**src/rtl/loopback_regs_pkg.sv**
```systemverilog
// Register map constants, CTRL bit positions and the read FSM state type
// shared by the loopback register slave and its testbench.
package loopback_regs_pkg;

    localparam logic [2:0] REG_ID        = 3'd0;
    localparam logic [2:0] REG_CTRL      = 3'd1;
    localparam logic [2:0] REG_STATUS    = 3'd2;
    localparam logic [2:0] REG_MSG_COUNT = 3'd3;
    localparam logic [2:0] REG_SCRATCH   = 3'd4;
    localparam int         REG_LAST      = 4;

    localparam logic [31:0] ID_VALUE      = 32'h4C50_0001;
    localparam logic [31:0] UNMAPPED_DATA = 32'hDEAD_BEEF;

    localparam int CTRL_ENABLE_BIT = 0;
    localparam int CTRL_MODE_LSB   = 1;
    localparam int CTRL_MODE_MSB   = 2;
    localparam int CTRL_CLR_BIT    = 31;

    typedef enum logic [1:0] {
        RD_IDLE,
        RD_PEND,
        RD_RESP
    } read_fsm_e;

endpackage

```
**src/rtl/loopback_rd_pipe.sv**
```systemverilog
// Fixed-depth valid/data shift pipe that delays captured read data to the
// Avalon response; the asynchronous reset doubles as the pipeline flush.
module loopback_rd_pipe #(
    parameter int DEPTH  = 2,
    parameter int DATA_W = 32
) (
    input  logic              clk,
    input  logic              rst,
    input  logic              valid_i,
    input  logic [DATA_W-1:0] data_i,
    output logic              valid_o,
    output logic [DATA_W-1:0] data_o
);

    logic [DEPTH-1:0]  valid_q;
    logic [DATA_W-1:0] data_q [DEPTH];

    // Data is zeroed in empty slots so readdata stays 0 outside a response.
    always_ff @(posedge clk or posedge rst) begin
        if (rst) begin
            valid_q <= '0;
            for (int i = 0; i < DEPTH; i++) begin
                data_q[i] <= '0;
            end
        end else begin
            valid_q[0] <= valid_i;
            data_q[0]  <= valid_i ? data_i : '0;
            for (int i = 1; i < DEPTH; i++) begin
                valid_q[i] <= valid_q[i-1];
                data_q[i]  <= data_q[i-1];
            end
        end
    end

    assign valid_o = valid_q[DEPTH-1];
    assign data_o  = data_q[DEPTH-1];

endmodule

```
**src/rtl/loopback_reg_slave.sv**
```systemverilog
// Avalon-MM register bank for the loopback datapath: ID, CTRL, W1C STATUS,
// saturating MSG_COUNT and SCRATCH, with a single outstanding fixed-latency read.
module loopback_reg_slave #(
    parameter int ADDR_BASE    = 0,
    parameter int DATA_W       = 32,
    parameter int ADDR_W       = 16,
    parameter int READ_LATENCY = 2
) (
    input  logic                clk,
    input  logic                rst,
    input  logic [ADDR_W-1:0]   avs_address,
    input  logic                avs_read,
    input  logic                avs_write,
    input  logic [DATA_W-1:0]   avs_writedata,
    input  logic [DATA_W/8-1:0] avs_byteenable,
    output logic                avs_waitrequest,
    output logic [DATA_W-1:0]   avs_readdata,
    output logic                avs_readdatavalid,
    input  logic                msg_enter,
    input  logic [3:0]          evt_err,
    output logic                ctrl_enable,
    output logic [1:0]          ctrl_mode
);

    import loopback_regs_pkg::*;

    logic [ADDR_W-1:0] offset;
    logic              mapped;
    logic              wrAccept, rdAccept;
    logic              wrCtrl, wrStatus, wrScratch, msgClear;
    logic [DATA_W-1:0] beMask, wrMasked, rdData;

    logic [2:0]        ctrl_q, ctrl_d;
    logic [3:0]        status_q, status_d;
    logic [DATA_W-1:0] msgCount_q, msgCount_d;
    logic [DATA_W-1:0] scratch_q, scratch_d;

    read_fsm_e         state_q;
    logic [2:0]        cnt_q;
    logic              wait_q;

    assign offset   = avs_address - ADDR_W'(ADDR_BASE);
    assign mapped   = (avs_address >= ADDR_W'(ADDR_BASE)) && (offset <= ADDR_W'(REG_LAST));
    assign wrAccept = avs_write && !wait_q;
    // A simultaneous read and write is a protocol error; the read is dropped.
    assign rdAccept = avs_read && !avs_write && !wait_q;

    assign wrCtrl    = wrAccept && mapped && (offset[2:0] == REG_CTRL);
    assign wrStatus  = wrAccept && mapped && (offset[2:0] == REG_STATUS);
    assign wrScratch = wrAccept && mapped && (offset[2:0] == REG_SCRATCH);

    always_comb begin
        beMask = '0;
        for (int i = 0; i < DATA_W/8; i++) begin
            beMask[i*8 +: 8] = {8{avs_byteenable[i]}};
        end
    end

    assign wrMasked = avs_writedata & beMask;
    assign msgClear = wrCtrl && wrMasked[CTRL_CLR_BIT];

    // Event sets are applied after the W1C clear so a same-cycle event wins;
    // likewise a message arriving with a count clear leaves the count at 1.
    always_comb begin
        ctrl_d     = ctrl_q;
        status_d   = status_q;
        msgCount_d = msgCount_q;
        scratch_d  = scratch_q;
        if (wrCtrl) begin
            ctrl_d = (ctrl_q & ~beMask[2:0]) | wrMasked[2:0];
        end
        if (wrStatus) begin
            status_d = status_q & ~wrMasked[3:0];
        end
        status_d = status_d | evt_err;
        if (msgClear) begin
            msgCount_d = msg_enter ? DATA_W'(1) : '0;
        end else if (msg_enter && (msgCount_q != '1)) begin
            msgCount_d = msgCount_q + DATA_W'(1);
        end
        if (wrScratch) begin
            scratch_d = (scratch_q & ~beMask) | wrMasked;
        end
    end

    always_comb begin
        rdData = DATA_W'(UNMAPPED_DATA);
        if (mapped) begin
            case (offset[2:0])
                REG_ID:        rdData = DATA_W'(ID_VALUE);
                REG_CTRL:      rdData = DATA_W'(ctrl_q);
                REG_STATUS:    rdData = DATA_W'(status_q);
                REG_MSG_COUNT: rdData = msgCount_q;
                REG_SCRATCH:   rdData = scratch_q;
                default:       rdData = DATA_W'(UNMAPPED_DATA);
            endcase
        end
    end

    always_ff @(posedge clk or posedge rst) begin
        if (rst) begin
            ctrl_q     <= '0;
            status_q   <= '0;
            msgCount_q <= '0;
            scratch_q  <= '0;
        end else begin
            ctrl_q     <= ctrl_d;
            status_q   <= status_d;
            msgCount_q <= msgCount_d;
            scratch_q  <= scratch_d;
        end
    end

    // waitrequest is held from the cycle after accept through the response cycle.
    always_ff @(posedge clk or posedge rst) begin
        if (rst) begin
            state_q <= RD_IDLE;
            cnt_q   <= '0;
            wait_q  <= 1'b0;
        end else begin
            case (state_q)
                RD_IDLE: begin
                    if (rdAccept) begin
                        wait_q <= 1'b1;
                        if (READ_LATENCY == 1) begin
                            state_q <= RD_RESP;
                        end else begin
                            state_q <= RD_PEND;
                            cnt_q   <= 3'(READ_LATENCY - 1);
                        end
                    end
                end
                RD_PEND: begin
                    if (cnt_q == 3'd1) begin
                        state_q <= RD_RESP;
                    end else begin
                        cnt_q <= cnt_q - 3'd1;
                    end
                end
                RD_RESP: begin
                    state_q <= RD_IDLE;
                    wait_q  <= 1'b0;
                end
                default: begin
                    state_q <= RD_IDLE;
                    wait_q  <= 1'b0;
                end
            endcase
        end
    end

    loopback_rd_pipe #(
        .DEPTH  (READ_LATENCY),
        .DATA_W (DATA_W)
    ) u_rd_pipe (
        .clk     (clk),
        .rst     (rst),
        .valid_i (rdAccept),
        .data_i  (rdData),
        .valid_o (avs_readdatavalid),
        .data_o  (avs_readdata)
    );

    assign avs_waitrequest = wait_q;
    assign ctrl_enable     = ctrl_q[CTRL_ENABLE_BIT];
    assign ctrl_mode       = ctrl_q[CTRL_MODE_MSB:CTRL_MODE_LSB];

endmodule

```
**config.mk**
```make
export PLATFORM = sky130hd
export DESIGN_NAME = loopback_reg_slave
export DESIGN_NICKNAME = d
export VERILOG_FILES = /design/src/rtl/loopback_regs_pkg.sv /design/src/rtl/loopback_rd_pipe.sv /design/src/rtl/loopback_reg_slave.sv
export SDC_FILE = /design/constraint.sdc
export NUM_CORES = 1
export LEC_CHECK = 0
export ABC_AREA = 1
export CORE_MARGIN = 5
export CORE_UTILIZATION = 40
export DETAILED_ROUTE_END_ITERATION = 8
export GPL_TIMING_DRIVEN = 1
export PLACE_DENSITY = 0.71
export SLEW_MARGIN = 10
export SYNTH_ARGS = -nofsm -noshare
export SYNTH_HDL_FRONTEND = slang
export SYNTH_SLANG_ARGS = --single-unit
```
**constraint.sdc**
```tcl
create_clock -name clk -period 8.95 [get_ports clk]
set_input_delay 1.3425 -clock clk [delete_from_list [all_inputs] [get_ports clk]]
set_output_delay 1.3425 -clock clk [all_outputs]
set_load 0.005 [all_outputs]
```
* After elaboration in Yosys (flattened, before gate mapping)
Index checks and enable logic that the tools add are counted.
** Operators by class
- Add/sub/neg operators :: 2
- $lt $le $gt $ge :: 2
- Equal/unequal tests :: 10
- Mux-type cells :: 15
- Bitwise operators :: 11
- Reduce and logical (&&, ||, !) cells :: 19
** Operator list (count)
- 32-bit one-hot mux with 5 select lines :: 1
- 32-bit two-way mux :: 4
- 32-bit bitwise AND :: 2
- 32-bit by 1-bit adder with 32-bit output (second input constant) :: 1
- 32-bit inequality test (second input constant) :: 1
- 32-bit inverter :: 1
- 32-bit OR :: 1
- 16-bit by 1-bit >= comparator with 1-bit output (second input constant) :: 1
- 16-bit by 3-bit less-or-equal comparator with 1-bit output (second input constant) :: 1
- 1-bit logical AND :: 10
- 3-bit by 1-bit == test with 1-bit output (second input constant) :: 2
- 3-bit by 2-bit == test with 1-bit output (second input constant) :: 2
- 3-bit two-way mux :: 2
- 3-bit one-hot mux with 2 select lines :: 1
- 4-bit bitwise AND :: 1
- 2-bit two-way mux :: 2
- 4-bit two-way mux :: 1
- 2-bit inequality test (second input constant) :: 2
- 4-bit inverter :: 1
- 4-bit OR :: 1
- 2-bit one-hot mux with 2 select lines :: 1
- 2-bit AND reduction :: 2
- 2-bit nonzero test :: 2
- 3-bit bitwise AND :: 1
- 13 further kinds :: 15
** Word-level totals
- Register bits after elaboration :: 143
- Bits of input ports :: 61
- Output and inout bits :: 37
- Word-level logic and storage cells :: 69

* Depth between registers and ports, before layout
Gate-level depths: netlist of the first run.
- Word-level depth :: 6
- Mapped depth :: 11
- Mapped depth without buffers :: 11

* By module
A second synthesis of the first run with hierarchy kept.
** Unflattened totals
- Cell total of the unflattened synthesis :: 906
- Area, all modules :: 7094.3 µm²
** Modules (own cells, without submodules)
- loopback_reg_slave :: times used 1, cells an instance 740, area each 4924.7 µm², sequential area each 1926.8 µm²
- loopback_rd_pipe :: times used 1, cells an instance 166, area each 2169.6 µm², sequential area each 1651.6 µm²

* Worst setup path before layout of the first run
Ideal clock, no wire load.
- Path kind :: input-to-reg
- Start :: in avs_address[2]
- End :: reg (tool-made name)
- Library setup time :: 0.117 ns
- Arrival :: 2.342 ns
- Data required time :: 8.833 ns
- Path slack :: 6.491 ns
- Stages on the path :: 9
- Path buffers :: 0
- Path through :: or2_1 nor2_1 nand2_1 nand2_4 nand2_2 nor2_8 nand2_2 nand2_1 nand2_1
** RTL lines
- from (decl) :: RTL line loopback_reg_slave.sv:11 : input logic [ADDR_W-1:0] avs_address,

==> results of run 1 <==
-- stage by stage --
| stage | hold slack (ns) | total power [uW] | cells | util, % |
|---|---|---|---|---|
| final | 0.346 | 1760 | 1157 | 49.0 |
| after CTS | 0.349 | 1770 | 1157 | 49.0 |
| after global placement | 0.332 | 1020 | 1126 | 45.4 |
| after floorplan | 0.331 | 926 | 862 | - |
| after global routing | 0.355 | 1840 | 1157 | 49.0 |
| after detailed placement | 0.337 | 1030 | 1126 | 45.4 |
-- cells in the final DEF, fill, tap and decap left out, drive strengths merged --
cell type | netlist | layout
nand2 | 283 | 283
dfrtp | 143 | 143
nand3 | 105 | 105
clkdlybuf4s50 | 0 | 97
nor2 | 85 | 85
inv | 82 | 84
o21ai | 37 | 37
a31oi | 22 | 22
clkbuf | 15 | 17
a21oi | 15 | 15
nand4 | 12 | 12
clkinv | 1 | 7
bufinv | 0 | 4
xor2 | 3 | 3
ha | 3 | 3
nor3 | 2 | 2
a21boi | 2 | 2
xnor2 | 2 | 2
clkinvlp | 0 | 2
buf | 45 | 2
or2 | 2 | 2
nand3b | 1 | 1
a22oi | 1 | 1
o211ai | 1 | 1
-- power groups by stage --
stage	clock network (uW)	registers, uW	logic, uW
3_3_place_gp	0	767	255
3_5_place_dp	0	769	258
2_1_floorplan	0	753	173
4_1_cts	756	757	260
5_1_grt	782	766	294
6_report	743	758	259
-- worst max-delay path, cell delays in order --
cell             delay, ns
clkdlybuf4s50_1       0.96
inv_2                 0.17
nor2_1                0.12
nand2_1               0.06
nor2_1                0.08
nand2_1               0.09
nand2_4               0.26
nand2_2               0.18
nor2_8                0.45
nand2_2               0.26
nand2_1               0.12
nand2_1               0.05
-- synth_stat cells (all sizes together) --
| cell type | instances |
|---|---|
| buf | 45 |
| or2 | 2 |
| nand4 | 12 |
| a21oi | 15 |
| nand3 | 105 |
| a22oi | 1 |
| clkbuf | 15 |
| nand3b | 1 |
| nand2 | 283 |
| nor3 | 2 |
| dfrtp | 143 |
| xnor2 | 2 |
| a21boi | 2 |
| inv | 82 |
| o211ai | 1 |
| o21ai | 37 |
| ha | 3 |
| a31oi | 22 |
| clkinv | 1 |
| nor2 | 85 |
| xor2 | 3 |
-- per-layer routing --
layer  global-route usage, %  routed length [um]  up-vias
met4                    6.62                 261        0
li1                        -                   -     2838
met5                       0                   0        -
met2                    28.4                8360      214
met1                    24.1                7580     2791
met3                    3.84                1310       22
-- cells by family (layout without fill, tap and decap cells) --
family | count (synthesis) | count (layout) | share of synthesized area (%)
fa+ha+maj | 3 | 3 | 0.544
simple gates | 490 | 490 | 30.4
compound gates | 78 | 78 | 6.20
xor+xnor | 5 | 5 | 0.634
flops | 143 | 143 | 51.8
buf+inv | 143 | 213 | 10.4
-- worst paths after layout --
| path | from | endpoint | slack (ns) |
|---|---|---|---|
| worst max-delay path | avs_address[2] | flop | 5.11 |
| worst min-delay path | u_rd_pipe.data_q[62]$_DFF_PP0_ | u_rd_pipe.data_o[30]$_DFF_PP0_ | 0.35 |
| worst max register to register | msgCount_q[0]$_DFFE_PP0P_ | msgCount_q[16]$_DFFE_PP0P_ | 6.62 |
| worst min register to register | u_rd_pipe.data_q[62]$_DFF_PP0_ | u_rd_pipe.data_o[30]$_DFF_PP0_ | 0.35 |
| max in group asynchronous | rst | u_rd_pipe.data_q[38]$_DFF_PP0_ | 6.36 |
| min in group asynchronous | rst | async pin | 1.50 |
-- area by class of cell --
cell class	instances	area, um^2
multi-input cells	576	2610
clock buffers	17	425
repair buffers	99	986
inverters	83	319
flip-flops and latches	143	3580
well taps	225	282
fillers	1663	8730
clock inverters	14	190
==> flow_summary.yaml, run 1 <==
setup_path:
  cp.required_ns: 9.26
  path_class: "primary input to flop"
  crit_fanout: 36
  cp-start-kind: "primary input"
  cp.arrival_ns: 4.14
  reg2reg_depth: 10
  endpoint_kind: "flop"
sta:
  setup_ws_ns: 5.11
  skew_ns: 0.00908
  tightest_slew_ns: 1.05
  setup-violations-final: 0
  fmax_ghz: 0.261
  max_slew_margin_pct: 30.0
  finalHoldViolCount: 0
  rsz0062_at_grt: "no"
  finalSetupTns_ns: 0
  min_period_ns: 3.84
  maxSlewViolCount: 0
  min_period_over_period_pct: 42.9
grt:
  grt_pass1_vias: 5485
  grt_pass1_wl_mm: 28.2
  antenna_found_initial: 0
  grt_start_max_net_pins: 100
  grt_util_all_layers_pct: 17.8
  grt_overflow_total: 0
min_path:
  hold_class: "flop to flop"
  min_delay_path_depth: 0
floorplanning:
  dieArea_um2: 20000
  placementRows: 48
  core-area_um2: 17100
  die_x_um: 141
  num_io_pins: 98
  initial_core_util_pct: 40.3
  die_height_um: 141
synthesis:
  synth_cells: 862
  synth_area_um2: 6900
  synth_cell_types: 34
  avgSynthCellArea_um2: 8.01
  ys_ff_latch: 143
  synth_fp_nets: 926
  yosys-top-cells-area: "dfrtp_1 52%, nand2_1 15%, nand3_1 7.5%"
  synth_top_area_share_pct: 51.8
  yosysTopAreaCell: "dfrtp_1"
  yosysWarningCount: 0
  yosysSeqAreaShare_pct: 51.8
drt:
  wl_per_cell_um: 15.1
  routed_via_density: 5.07
  drt_wl_total_mm: 17.5
  drc_errors: 0
  ant_nets: 0
  vias: 5865
  dr.first_iter.drc_count: 480
  dr.pass1.iters: 5
clock_network:
  cts_buffer_depth: 2
  tritoncts: "yes"
  cts_root_buffer: "clkbuf_16"
  hold_buffers: 0
  path_clk_slew_ns: 0.06
  cts_resized: 0
  cts.htree.levels: 4
  clock_sinks: 143
  numCtsBuffers: 17
  post-cts-setup-buffer-count: 0
  insertion_delay_ns: 0.43
power_and_ir_drop:
  p_sw_uw: 474
  power.leakage_uw: 0.00426
  p_comb_share_pct: 14.7
  power_density_nw_per_um2: 210
  switching_share_pct: 27.0
  clkPwrFrac_pct: 42.2
  peakVddDrop_mv: 0.117
  p_int_uw: 1290
  power_frac_seq_pct: 43.0
cells_and_area:
  layout-drive-gt1-share_pct: 5.90
  n_antenna_cell: 0
  nNetsFinal: 984
  syn_to_final_growth_pct: 21.5
  postLayoutCellArea_um2: 8390
placed_design:
  place_area_um2: 7770
  gp_congestion: 0.893
  port_buffers: 97
  dp_hpwl_mm: 12.1
  place_ws_ns: 4.74
run:
  drv_cap: 0
status:
  status: "finished, final reports clean"
No activity file was read; power rests on OpenSTA's default activity.
==> inputs of run 2 (changes only) <==
--- a/config.mk
+++ b/config.mk
@@ -10,7 +10,7 @@
 export CORE_UTILIZATION = 40
 export DETAILED_ROUTE_END_ITERATION = 8
 export GPL_TIMING_DRIVEN = 1
-export PLACE_DENSITY = 0.71
+export PLACE_DENSITY = 0.73
 export SLEW_MARGIN = 10
 export SYNTH_ARGS = -nofsm -noshare
 export SYNTH_HDL_FRONTEND = slang
==> constraint.sdc (replaced) <==
create_clock -name clk -period 3.4 [get_ports clk]
set_input_delay 0.51 -clock clk [delete_from_list [all_inputs] [get_ports clk]]
set_output_delay 0.51 -clock clk [all_outputs]
set_load 0.005 [all_outputs]
==> run 2 against run 1 <==
Against the previous run:
- clock skew decreased by 0.0020 ns
- core utilization increased by 0.19 points
- power increased to 2.6 times the previous value
- largest power group unchanged
- combinational power increased to 2.7 times the previous value
- hold slack about the same
- register-to-register slack got worse by 5.5 ns
- sequential cell count unchanged
- first-iteration DRC count increased by 20%
==> flow_summary.yaml, run 2 (synthesized netlist as in run 1, its figures left out) <==
clock_network:
  cts_buffer_depth: 2
  path_clk_slew_ns: 0.06
  cts_root_buffer: "clkbuf_16"
  tritoncts: "yes"
  clock_sinks: 143
  numCtsBuffers: 17
  post-cts-setup-buffer-count: 0
  hold_buffers: 0
  cts_resized: 0
  cts.htree.levels: 4
  insertion_delay_ns: 0.42
cells_and_area:
  ff_latch_area_um2: 3580
  fillers: 1600
  n_antenna_cell: 0
  layout_common_cells: "273 x nand2_1, 143 x dfrtp_1, 104 x nand3_1, 97 x clkdlybuf4s50_1, 80 x nor2_1"
  layout-drive-gt1-share_pct: 6.80
  multi_input_area_um2: 2610
  syn_to_final_growth_pct: 22.0
  nNetsFinal: 992
  final_common_cell: "nand2_1"
drt:
  ant_nets: 0
  dr.first_iter.drc_count: 578
  wl_per_cell_um: 15.2
  vias: 5962
  routed_via_density: 5.11
  dr.pass1.iters: 6
  drc_errors: 0
  drt_wl_total_mm: 17.7
power_and_ir_drop:
  p_total_uw: 4500
  p_sw_uw: 1300
  clkPwrFrac_pct: 40.3
  peakVddDrop_mv: 0.287
  power_density_nw_per_um2: 534
  power_frac_seq_pct: 44.2
  switching_share_pct: 28.9
  power.leakage_uw: 0.00427
  p_int_uw: 3200
  p_comb_share_pct: 15.5
sta:
  setup-violations-final: 0
  rsz0062_at_grt: "no"
  min_period_ns: 2.61
  max_slew_margin_pct: 44.7
  tightest_slew_ns: 0.829
  setup_ws_ns: 0.786
  finalHoldViolCount: 0
  finalSetupTns_ns: 0
  skew_ns: 0.00711
  holdWs_ns: 0.347
  maxSlewViolCount: 0
  min_period_over_period_pct: 76.9
  fmax_ghz: 0.382
setup_path:
  path_buf_inv: 2
  path_cells: "clkdlybuf4s50_1 -> nor2_2 -> nand2_1 -> nor2_1 -> nand2_1 -> nand2_4 -> buf_4 -> nand2_2 -> nor2_8 -> nand2_2 -> nand2_1 -> nand2_1"
  crit_path_max_incr_delay_ns: 0.52
  crit_fanout: 36
  path_class: "primary input to flop"
  cp_slowest_cell: "clkdlybuf4s50_1"
  critical_path_depth: 12
  reg2reg_depth: 10
  worstReg2RegStart: "msgCount_q[0]$_DFFE_PP0P_"
  rrSetupSlack_ns: 1.16
  cp-start-kind: "primary input"
  crit_family: "simple AND/OR/NAND/NOR gates"
  endpoint_kind: "flop"
  cpMostUsedCell: "nand2_1"
  timing.rr.end: "msgCount_q[2]$_DFFE_PP0P_"
  cp.arrival_ns: 2.92
  cp.required_ns: 3.71
placed_design:
  dp_hpwl_mm: 12.7
  place_ws_ns: 0.427
  gp_congestion: 0.967
  port_buffers: 97
min_path:
  min_delay_path_depth: 0
  min_from: "u_rd_pipe.data_q[59]$_DFF_PP0_"
  min_to: "u_rd_pipe.data_o[27]$_DFF_PP0_"
  hold_class: "flop to flop"
grt:
  grt_overflow_total: 0
  antenna_found_initial: 0
  grt_pass1_vias: 5653
  grt_pass1_wl_mm: 28.6
  grt_start_max_net_pins: 95
  grt_util_all_layers_pct: 17.9
floorplanning:
  num_io_pins: 98
  die_height_um: 141
  core-area_um2: 17100
  placementRows: 48
  die_x_um: 141
  initial_core_util_pct: 40.3
  dieArea_um2: 20000
status:
  status: "finished, final reports clean"
run:
  drv_cap: 0
-- run 2: cell count changes in the layout (fill, tap and decap cells not counted), sizes merged --
cell | before | now
buf | 2 | 10
inv | 84 | 89
bufinv | 4 | 1
clkinv | 7 | 4
clkinvlp | 2 | 4
-- run 2: how the worst max path moves through the flow --
| stage | slack (ns) | endpoint | start |
|---|---|---|---|
| 2_1_floorplan | 1.10 | async pin | rst |
| 3_3_place_gp | 0.51 | flop | avs_address[0] |
| 3_5_place_dp | 0.43 | flop | avs_address[0] |
| 4_1_cts | 0.82 | flop | avs_address[0] |
| 5_1_grt | 0.60 | flop | avs_address[0] |
| 6_report | 0.79 | flop | avs_address[0] |
-- run 2: through the flow --
step           std cells  util [%]  area (um^2)
6_report            1166      49.2         8420
5_1_grt             1166      49.2         8420
4_1_cts             1166      49.2         8420
3_5_place_dp        1134      45.8         7850
3_3_place_gp        1134      45.8         7850
2_1_floorplan        862         -         6910
-- run 2: cell type report --
cell class | count | share of cell area (%)
Inverter | 83 | 3.77
Timing Repair Buffer | 107 | 12.6
Sequential cell | 143 | 42.5
Clock buffer | 17 | 5.05
Clock inverter | 15 | 1.80
Multi-Input combinational cell | 576 | 31.0
Tap cell | 225 | 3.34
-- run 2: per-layer routing --
layer | wire [um] | up-vias | GRT usage (%)
li1 | - | 2857 | -
met4 | 509 | 0 | 6.72
met1 | 7520 | 2812 | 24.0
met2 | 8440 | 247 | 28.6
met3 | 1220 | 46 | 3.88
met5 | 0 | - | 0
-- run 2: power by group through the flow --
stage	Sequential, uW	Combinational (uW)	Clock [uW]
2_1_floorplan	1980	456	0
3_3_place_gp	2010	680	0
3_5_place_dp	2020	694	0
4_1_cts	1990	699	1840
6_report	1990	697	1820
5_1_grt	2010	780	1910
